===== config.mk =====
export PLATFORM = sky130hd
export DESIGN_NAME = datapath_mem_responder_flat
export DESIGN_NICKNAME = d
export VERILOG_FILES = /design/src/rtl/datapath_mem_responder_if.sv /design/src/rtl/datapath_mem_responder.sv /design/src/flat_wrapper.sv
export SDC_FILE = /design/constraint.sdc
export NUM_CORES = 1
export LEC_CHECK = 0
export ABC_AREA = 1
export BUFFER_PORTS_ARGS = -buffer_cell sky130_fd_sc_hd__clkbuf_2
export CORE_ASPECT_RATIO = 1.4
export CORE_MARGIN = 2
export CORE_UTILIZATION = 30
export CTS_CLUSTER_DIAMETER = 120
export DETAILED_ROUTE_END_ITERATION = 7
export PLACE_DENSITY = 0.61
export RECOVER_POWER = 100
export SLEW_MARGIN = 20
export SYNTH_ARGS = -nofsm -noshare
export SYNTH_HDL_FRONTEND = slang
export SYNTH_SLANG_ARGS = --single-unit

===== constraint.sdc =====
create_clock -name CLK -period 1.66 [get_ports CLK]
set_input_delay 0.249 -clock CLK [delete_from_list [all_inputs] [get_ports CLK]]
set_output_delay 0.249 -clock CLK [all_outputs]
set_load 0.02 [all_outputs]

===== src/rtl/datapath_mem_responder_if.sv =====
// Bundles for the responder: datapath request/hit signals and the word-wide RAM port.
// Each bundle has a master (initiator) view and a slave (responder) view.

interface datapath_cache_if #(
    parameter int ADDR_W = 32,
    parameter int DATA_W = 32
);
    logic              imemREN;
    logic [ADDR_W-1:0] imemaddr;
    logic              dmemREN;
    logic              dmemWEN;
    logic [ADDR_W-1:0] dmemaddr;
    logic [DATA_W-1:0] dmemstore;
    logic              halt;
    logic              ihit;
    logic [DATA_W-1:0] imemload;
    logic              dhit;
    logic [DATA_W-1:0] dmemload;
    logic              flushed;

    modport master (
        output imemREN, imemaddr, dmemREN, dmemWEN, dmemaddr, dmemstore, halt,
        input  ihit, imemload, dhit, dmemload, flushed
    );

    modport slave (
        input  imemREN, imemaddr, dmemREN, dmemWEN, dmemaddr, dmemstore, halt,
        output ihit, imemload, dhit, dmemload, flushed
    );
endinterface

interface ram_if #(
    parameter int ADDR_W = 32,
    parameter int DATA_W = 32
);
    logic              ramREN;
    logic              ramWEN;
    logic [ADDR_W-1:0] ramaddr;
    logic [DATA_W-1:0] ramstore;
    logic [DATA_W-1:0] ramload;
    logic              ramready;

    modport master (
        output ramREN, ramWEN, ramaddr, ramstore,
        input  ramload, ramready
    );

    modport slave (
        input  ramREN, ramWEN, ramaddr, ramstore,
        output ramload, ramready
    );
endinterface


===== src/rtl/datapath_mem_responder.sv =====
// Stand-in for the I/D caches: arbitrates fetches and data accesses onto one RAM port,
// data first, with a one-entry fetch buffer so a repeated fetch hits with zero latency.

module datapath_mem_responder #(
    parameter int ADDR_W = 32,
    parameter int DATA_W = 32
) (
    input  logic             CLK,
    input  logic             nRST,
    datapath_cache_if.slave  dcif,
    ram_if.master            ramif
);

    typedef enum logic [1:0] {
        IDLE    = 2'd0,
        DACCESS = 2'd1,
        IFETCH  = 2'd2,
        HALTED  = 2'd3
    } state_t;

    state_t state_q, state_d;

    logic              ibuf_valid_q, ibuf_valid_d;
    logic [ADDR_W-1:2] ibuf_addr_q,  ibuf_addr_d;
    logic [DATA_W-1:0] ibuf_data_q,  ibuf_data_d;
    logic [DATA_W-1:0] dload_q,      dload_d;
    logic              d_done_q,     d_done_d;

    logic              dpend;
    logic              ibuf_match;
    logic              ibuf_dmatch;

    logic              ihit;
    logic              dhit;
    logic              flushed;
    logic [DATA_W-1:0] imemload;
    logic [DATA_W-1:0] dmemload;
    logic              ram_ren;
    logic              ram_wen;
    logic [ADDR_W-1:0] ram_addr;
    logic [DATA_W-1:0] ram_store;

    // Byte-offset bits of request addresses play no part in word accesses.
    logic unused_addr_lsbs;
    assign unused_addr_lsbs = ^{dcif.imemaddr[1:0], dcif.dmemaddr[1:0]};

    // A data request already answered stays answered until the pipeline advances (ihit).
    assign dpend       = (dcif.dmemREN | dcif.dmemWEN) & ~d_done_q;
    assign ibuf_match  = ibuf_valid_q & (ibuf_addr_q == dcif.imemaddr[ADDR_W-1:2]);
    assign ibuf_dmatch = ibuf_valid_q & (ibuf_addr_q == dcif.dmemaddr[ADDR_W-1:2]);

    always_ff @(posedge CLK or negedge nRST) begin
        if (!nRST) begin
            state_q <= IDLE;
        end else begin
            state_q <= state_d;
        end
    end

    always_comb begin
        state_d = state_q;
        case (state_q)
            IDLE: begin
                if (dcif.halt && !dpend) begin
                    state_d = HALTED;
                end else if (dpend) begin
                    state_d = DACCESS;
                end else if (dcif.imemREN && !ibuf_match) begin
                    state_d = IFETCH;
                end
            end
            DACCESS: begin
                if (ramif.ramready) begin
                    state_d = IDLE;
                end
            end
            IFETCH: begin
                if (ramif.ramready) begin
                    state_d = IDLE;
                end
            end
            HALTED: state_d = HALTED;
            default: state_d = IDLE;
        endcase
    end

    always_comb begin
        ihit      = 1'b0;
        dhit      = 1'b0;
        flushed   = 1'b0;
        imemload  = ibuf_data_q;
        dmemload  = dload_q;
        ram_ren   = 1'b0;
        ram_wen   = 1'b0;
        ram_addr  = '0;
        ram_store = '0;
        case (state_q)
            IDLE: begin
                // Buffer hit only when nothing of higher priority claims this cycle.
                ihit = dcif.imemREN & ibuf_match & ~dcif.halt & ~dpend;
            end
            DACCESS: begin
                ram_ren   = dcif.dmemREN;
                ram_wen   = dcif.dmemWEN;
                ram_addr  = {dcif.dmemaddr[ADDR_W-1:2], 2'b00};
                ram_store = dcif.dmemstore;
                dhit      = ramif.ramready;
                dmemload  = ramif.ramload;
            end
            IFETCH: begin
                ram_ren  = 1'b1;
                ram_addr = {dcif.imemaddr[ADDR_W-1:2], 2'b00};
                ihit     = ramif.ramready;
                imemload = ramif.ramload;
            end
            HALTED: begin
                flushed = 1'b1;
            end
            default: begin
                flushed = 1'b0;
            end
        endcase
    end

    always_comb begin
        ibuf_valid_d = ibuf_valid_q;
        ibuf_addr_d  = ibuf_addr_q;
        ibuf_data_d  = ibuf_data_q;
        dload_d      = dload_q;
        d_done_d     = d_done_q;

        if (state_q == IFETCH && ramif.ramready) begin
            ibuf_valid_d = 1'b1;
            ibuf_addr_d  = dcif.imemaddr[ADDR_W-1:2];
            ibuf_data_d  = ramif.ramload;
        end

        // A store to the buffered word makes the buffered instruction stale.
        if (state_q == DACCESS && dcif.dmemWEN && ibuf_dmatch) begin
            ibuf_valid_d = 1'b0;
        end

        if (state_q == DACCESS && ramif.ramready) begin
            dload_d  = ramif.ramload;
            d_done_d = 1'b1;
        end

        if (ihit) begin
            d_done_d = 1'b0;
        end
    end

    always_ff @(posedge CLK or negedge nRST) begin
        if (!nRST) begin
            ibuf_valid_q <= 1'b0;
            ibuf_addr_q  <= '0;
            ibuf_data_q  <= '0;
            dload_q      <= '0;
            d_done_q     <= 1'b0;
        end else begin
            ibuf_valid_q <= ibuf_valid_d;
            ibuf_addr_q  <= ibuf_addr_d;
            ibuf_data_q  <= ibuf_data_d;
            dload_q      <= dload_d;
            d_done_q     <= d_done_d;
        end
    end

    assign dcif.ihit      = ihit;
    assign dcif.imemload  = imemload;
    assign dcif.dhit      = dhit;
    assign dcif.dmemload  = dmemload;
    assign dcif.flushed   = flushed;
    assign ramif.ramREN   = ram_ren;
    assign ramif.ramWEN   = ram_wen;
    assign ramif.ramaddr  = ram_addr;
    assign ramif.ramstore = ram_store;

endmodule

===== src/flat_wrapper.sv =====
// flat-port wrapper written by rule: the top's interface ports become plain ports
module datapath_mem_responder_flat 
#(
    parameter int ADDR_W = 32,
    parameter int DATA_W = 32
)
  (CLK, nRST, dcif_imemREN, dcif_imemaddr, dcif_dmemREN, dcif_dmemWEN, dcif_dmemaddr, dcif_dmemstore, dcif_halt, dcif_ihit, dcif_imemload, dcif_dhit, dcif_dmemload, dcif_flushed, ramif_ramREN, ramif_ramWEN, ramif_ramaddr, ramif_ramstore, ramif_ramload, ramif_ramready);
  datapath_cache_if #(.ADDR_W(ADDR_W), .DATA_W(DATA_W)) dcif_i ();
  ram_if #(.ADDR_W(ADDR_W), .DATA_W(DATA_W)) ramif_i ();
  input  logic CLK;
  input  logic nRST;
  input wire logic [$bits(dcif_i.imemREN)-1:0] dcif_imemREN;
  input wire logic [$bits(dcif_i.imemaddr)-1:0] dcif_imemaddr;
  input wire logic [$bits(dcif_i.dmemREN)-1:0] dcif_dmemREN;
  input wire logic [$bits(dcif_i.dmemWEN)-1:0] dcif_dmemWEN;
  input wire logic [$bits(dcif_i.dmemaddr)-1:0] dcif_dmemaddr;
  input wire logic [$bits(dcif_i.dmemstore)-1:0] dcif_dmemstore;
  input wire logic [$bits(dcif_i.halt)-1:0] dcif_halt;
  output wire logic [$bits(dcif_i.ihit)-1:0] dcif_ihit;
  output wire logic [$bits(dcif_i.imemload)-1:0] dcif_imemload;
  output wire logic [$bits(dcif_i.dhit)-1:0] dcif_dhit;
  output wire logic [$bits(dcif_i.dmemload)-1:0] dcif_dmemload;
  output wire logic [$bits(dcif_i.flushed)-1:0] dcif_flushed;
  output wire logic [$bits(ramif_i.ramREN)-1:0] ramif_ramREN;
  output wire logic [$bits(ramif_i.ramWEN)-1:0] ramif_ramWEN;
  output wire logic [$bits(ramif_i.ramaddr)-1:0] ramif_ramaddr;
  output wire logic [$bits(ramif_i.ramstore)-1:0] ramif_ramstore;
  input wire logic [$bits(ramif_i.ramload)-1:0] ramif_ramload;
  input wire logic [$bits(ramif_i.ramready)-1:0] ramif_ramready;
  assign dcif_i.imemREN = dcif_imemREN;
  assign dcif_i.imemaddr = dcif_imemaddr;
  assign dcif_i.dmemREN = dcif_dmemREN;
  assign dcif_i.dmemWEN = dcif_dmemWEN;
  assign dcif_i.dmemaddr = dcif_dmemaddr;
  assign dcif_i.dmemstore = dcif_dmemstore;
  assign dcif_i.halt = dcif_halt;
  assign dcif_ihit = dcif_i.ihit;
  assign dcif_imemload = dcif_i.imemload;
  assign dcif_dhit = dcif_i.dhit;
  assign dcif_dmemload = dcif_i.dmemload;
  assign dcif_flushed = dcif_i.flushed;
  assign ramif_ramREN = ramif_i.ramREN;
  assign ramif_ramWEN = ramif_i.ramWEN;
  assign ramif_ramaddr = ramif_i.ramaddr;
  assign ramif_ramstore = ramif_i.ramstore;
  assign ramif_i.ramload = ramif_ramload;
  assign ramif_i.ramready = ramif_ramready;
  datapath_mem_responder #(.ADDR_W(ADDR_W), .DATA_W(DATA_W)) u_core (.CLK(CLK), .nRST(nRST), .dcif(dcif_i), .ramif(ramif_i));
endmodule

* Word-level counts from Yosys, hierarchy flattened
Index checks and enable logic that the tools add are counted.
** Operators by class
- Equality and inequality tests :: 7
- Mux-type cells :: 18
- Bitwise operators :: 10
- Reductions and logical operators :: 13
** Operator list (count)
- 32-bit 2-to-1 mux :: 3
- 32-bit case mux with 2 select lines :: 1
- 30-bit == test :: 2
- 2-bit 2-to-1 mux :: 4
- 1-bit 2-to-1 mux :: 7
- 1-bit AND :: 6
- 1-bit logical AND :: 6
- 2-bit case mux with 3 select lines :: 1
- 2-bit == test (second input constant) :: 2
- 4-bit by 1-bit inequality test with 1-bit output (second input constant) :: 1
- 1-bit case mux with 2 select lines :: 2
- 2-bit nonzero test :: 2
- 1-bit inverter :: 3
- 2-bit by 1-bit == test with 1-bit output (second input constant) :: 1
- 1-bit logical NOT :: 2
- 2-bit logical NOT :: 1
- 2-bit by 1-bit inequality test with 1-bit output (second input constant) :: 1
- 2-bit AND reduction :: 1
- 2-bit OR reduction :: 1
- 1-bit OR :: 1
** Storage, ports and cells
- Bits in registers :: 98
- Bits of input ports :: 135
- Output and inout port bits :: 133
- Logic and storage cells :: 54

* Longest topological paths before layout
- Depth in word-level cells :: 8
- Gate-level depth with buffers :: 14
- Mapped depth without buffers :: 14

* Worst setup path after synthesis
OpenSTA, ideal clock, no wires.
- Path kind :: register -> output
- Start point :: reg u_core.state_q[0]
- End point :: out dcif_imemload[24]
- Arrival time :: 1613 ps
- Required time :: 1411 ps
- Setup slack :: -202 ps
- Stages on the path, launching flop included :: 8
- Path buffers :: 3
- Cells stage by stage :: dfrtp_1 inv_1 ha_1 buf_2 inv_1 buf_2 clkbuf_1 o21ai_0
** On the way
- Word-level cells in the longest chain between the ends :: 2
** RTL lines
- from (decl) :: line datapath_mem_responder.sv:21 : state_t state_q, state_d;
- from (signal assigned) :: line datapath_mem_responder.sv:56 : state_q <= state_d;
- 2-bit == test :: line datapath_mem_responder.sv:97 : case (state_q)
- 32-bit 2-to-1 mux :: line datapath_mem_responder.sv:97
- to (decl) :: line flat_wrapper.sv:20 : output wire logic [$bits(dcif_i.imemload)-1:0] dcif_imemload;
Every way passes these cells.

* Worst setup path after layout
- Start point :: reg u_core.state_q[0]
- End point :: out ramif_ramaddr[29]
** On the way
- Word-level cells in the longest chain between the ends :: 2
- Elaborated cells on any way between the ends :: 3
- Classes of those cells :: 2 x eq/ne; 1 x mux
** RTL lines
- 2-bit == test or 2-bit by 1-bit == test with 1-bit output (tied branches) :: line datapath_mem_responder.sv:97
- 32-bit case mux with 2 select lines * :: line datapath_mem_responder.sv:97
- to (decl) :: line flat_wrapper.sv:26 : output wire logic [$bits(ramif_i.ramaddr)-1:0] ramif_ramaddr;
Mark *: on every way between the ends. The rest lies on a longest branch, timed or not.

==> results.sh <==
export IMPL_status="finished, violations left"
export IMPL_violations="setup timing"
export IMPL_die_area_sq_um=21400
export IMPL_yosysUniqueCellTypes=26
export IMPL_htree_levels=3
export IMPL_crit_path_start_kind="flop"
export IMPL_grt_usage_pct=20.0
export IMPL_netlist_area_sq_um=6060
export IMPL_grt_pass1_vias=6396
export IMPL_layout_drive_gt1_share_pct=42.1
export IMPL_hold_viol=0
export IMPL_power_leakage_nw=5.42
export IMPL_start_util_pct=30.5
export IMPL_hold_class="in2reg"
export IMPL_crit_top_cell="inv_2"
export IMPL_path_class="reg2out"
export IMPL_numCtsBuffers=9
export IMPL_switching_share_pct=44.6
export IMPL_worst_hold_path_num_cells=3
export IMPL_maxCapViolCount=0
export IMPL_worst_slew_pin_slew_ps=608
export IMPL_antenna_found_initial=0
export IMPL_fin_nets=1356
export IMPL_slew_headroom_pct=59.4
export IMPL_postLayoutCellArea_sq_um=10200
export IMPL_hpwl_microns=15000
export IMPL_gp_congestion=0.784
export IMPL_routed_wl_microns=22600
export IMPL_clkPwrFrac_pct=10.2
export IMPL_synth_top_area_share_pct=40.5
export IMPL_cts_tree="done"
export IMPL_r2r_start="u_core.state_q[1]"
export IMPL_final_max_slew_viol_count=0
export IMPL_cts_sinks=98
export IMPL_critical_path_arrival_ps=1750
export IMPL_fp_dieW_microns=124
export IMPL_ant_nets=0
export IMPL_gr_total_overflow=0
export IMPL_grt_max_degree=34
export IMPL_yosys_area_top_type="dfrtp_1"
export IMPL_yosysSeqAreaShare_pct=40.5
export IMPL_combPwrFrac_pct=69.3
export IMPL_num_vias=6772
export IMPL_worst_path_max_delay_cell="dfrtp_1"
export IMPL_p_int_mw=11.4
export IMPL_end_kind="output port"
export IMPL_timing_fmax_ghz=0.501
export IMPL_layout_min_cycle_time_ps=2000
export IMPL_worstPathRequired_ps=1410
export IMPL_dp_slack_ps=-111
export IMPL_cts_buffer_depth=2
export IMPL_finClkSkew_ps=12.5
export IMPL_core_area_sq_um=19800
export IMPL_first_pass_iters=7
export IMPL_routed_via_density=4.60
export IMPL_finalCritPeriodShare_pct=120
export IMPL_setup_viol=143
export IMPL_area_growth_pct=68.2
export IMPL_worstReg2RegEnd="u_core.ibuf_addr_q[15]"
export IMPL_cp_cell_sequence="inv_2, ha_1, inv_2, buf_12, clkbuf_16, a21oi_4, buf_8"
export IMPL_rsz0062_at_grt="yes"
export IMPL_switchingPower_mw=9.18
export IMPL_seqPwrFrac_pct=20.4
export IMPL_final_common_cell="nand2_1"
export IMPL_io_pins=268
export IMPL_hold_slack_ps=170
export IMPL_rrSetupSlack_ps=-50
export IMPL_io_buffers=261
export IMPL_min_delay_start="dcif_imemaddr[19]"
export IMPL_r2r_cells=7
export IMPL_clkLatencyLatePin_ps=350
export IMPL_yosys_warnings=0
export IMPL_avgSynthCellArea_sq_um=6.76
export IMPL_diodes=0
export IMPL_row_count=61
export IMPL_slowest_delay_ps=380
export IMPL_grt_pass1_wl_microns=32400
export IMPL_routedWlPerCell_microns=15.4
export IMPL_vdd_drop_max_mv=1.07
export IMPL_final_util_pct=51.4
export IMPL_yosys_top_cells_area="dfrtp_1 (40%), nand2_1 (21%), o21ai_0 (13%)"
export IMPL_drc=0
export IMPL_postPlaceCellArea_sq_um=8320
export IMPL_syn_inst=897
export IMPL_stdcell_count=1473
export IMPL_p_per_area_nw_per_um2=2020
export IMPL_synth_seq_cells=98
export IMPL_first_iter_violations=276
export IMPL_worstHoldEndpoint="u_core.ibuf_addr_q[19]"
export IMPL_finalWorstSetupSlack_ps=-335
export IMPL_tns_ps=-33730
export IMPL_dp_cells=1422
export IMPL_cts_root_buffer="clkbuf_16"
export IMPL_crit_fanout=6
export IMPL_cts_clk_slew_worst_paths_ps=70
export IMPL_die_height_microns=172
export IMPL_power_total_mw=20.6
export IMPL_final_cell_mix="nand2_1 (323), clkbuf_2 (135), inv_1 (100)"
-- kinds of logic (layout without fill, tap and decap cells) --
logic type	after synthesis	count (layout)	share of synthesized area, %
buffers and inverters	182	505	11.6
AO/OA/AOI/OAI	188	188	15.6
XOR/XNOR	38	38	5.49
multiplexers	8	8	1.49
flip-flops	98	98	40.5
other	1	2	0.0619
adder cells (fa/ha/maj)	5	5	1.03
AND/OR/NAND/NOR	377	377	24.2
-- area by class of cell --
class                   count  area [sq um]
well taps                 252           315
fillers                  1871          9650
inverters                 134           520
clock inverters             7          67.6
clock buffers               9           225
repair buffers            355          3240
flip-flops and latches     98          2450
multi-input cells         618          3370
-- routing by layer --
layer / GRT usage [%] / up-vias / part of all wire, %
met5: 0 / - / 0
met4: 7.47 / 0 / 2.0
met3: 3.56 / 22 / 6.0
met2: 38.0 / 246 / 54
met1: 21.7 / 3110 / 38
li1: - / 3394 / -
-- worst max-delay path, delay by kind of cell (launching register included) --
family	cells	cell delay, ps
flip-flops	1	380
adder cells (fa/ha/maj)	1	290
AO/OA/AOI/OAI	1	140
buffers and inverters	5	570
-- sequential cells by signal (all words and copies together), names as in the netlist --
signal,flops
u_core.state_q,2
u_core.ibuf_data_q,32
u_core.d_done_q,1
u_core.dload_q,32
u_core.ibuf_addr_q,30
u_core.ibuf_valid_q,1
-- synthesized netlist by cell type, drive strengths merged --
cell      n
ha        5
nor3      3
o21ai   154
nand4     1
nor2     19
nor3b     1
nand2   347
xor2     13
clkbuf   32
conb      1
buf      16
nand3     5
a21oi    34
dfrtp    98
clkinv    3
inv     131
xnor2    25
or2       1
mux2      8
-- power groups by stage --
stage          sequential, mW  clock (mW)  combinational (mW)
2_1_floorplan            4.14           0                6.40
3_3_place_gp             4.20           0                10.3
3_5_place_dp             4.23           0                10.4
4_1_cts                  4.19        2.18                13.2
5_1_grt                  4.33        2.25                15.5
6_report                 4.21        2.11                14.3
-- worst max-delay path by stage --
stage	from	end	slack [ps]
final	u_core.state_q[0]	ramif_ramaddr[29]	-340
after detailed placement	u_core.state_q[1]	u_core.dload_q[21]	-110
after global routing	u_core.state_q[0]	ramif_ramaddr[29]	-430
after global placement	u_core.state_q[1]	ramif_ramstore[11]	-60
after CTS	u_core.state_q[0]	ramif_ramstore[31]	-350
after floorplan	u_core.state_q[1]	dcif_dmemload[23]	-120
-- repair_timing --
action | in CTS | in global routing
endpoints found under the setup margin | 164 | 183
buffers inserted | 10 | 10
gates cloned | 9 | 7
hold buffers | 1 | 0
resized for setup | 229 | 187
pin swaps | 9 | 19
hold endpoints to repair | 22 | 0
No activity file was read; power rests on OpenSTA's default activity.
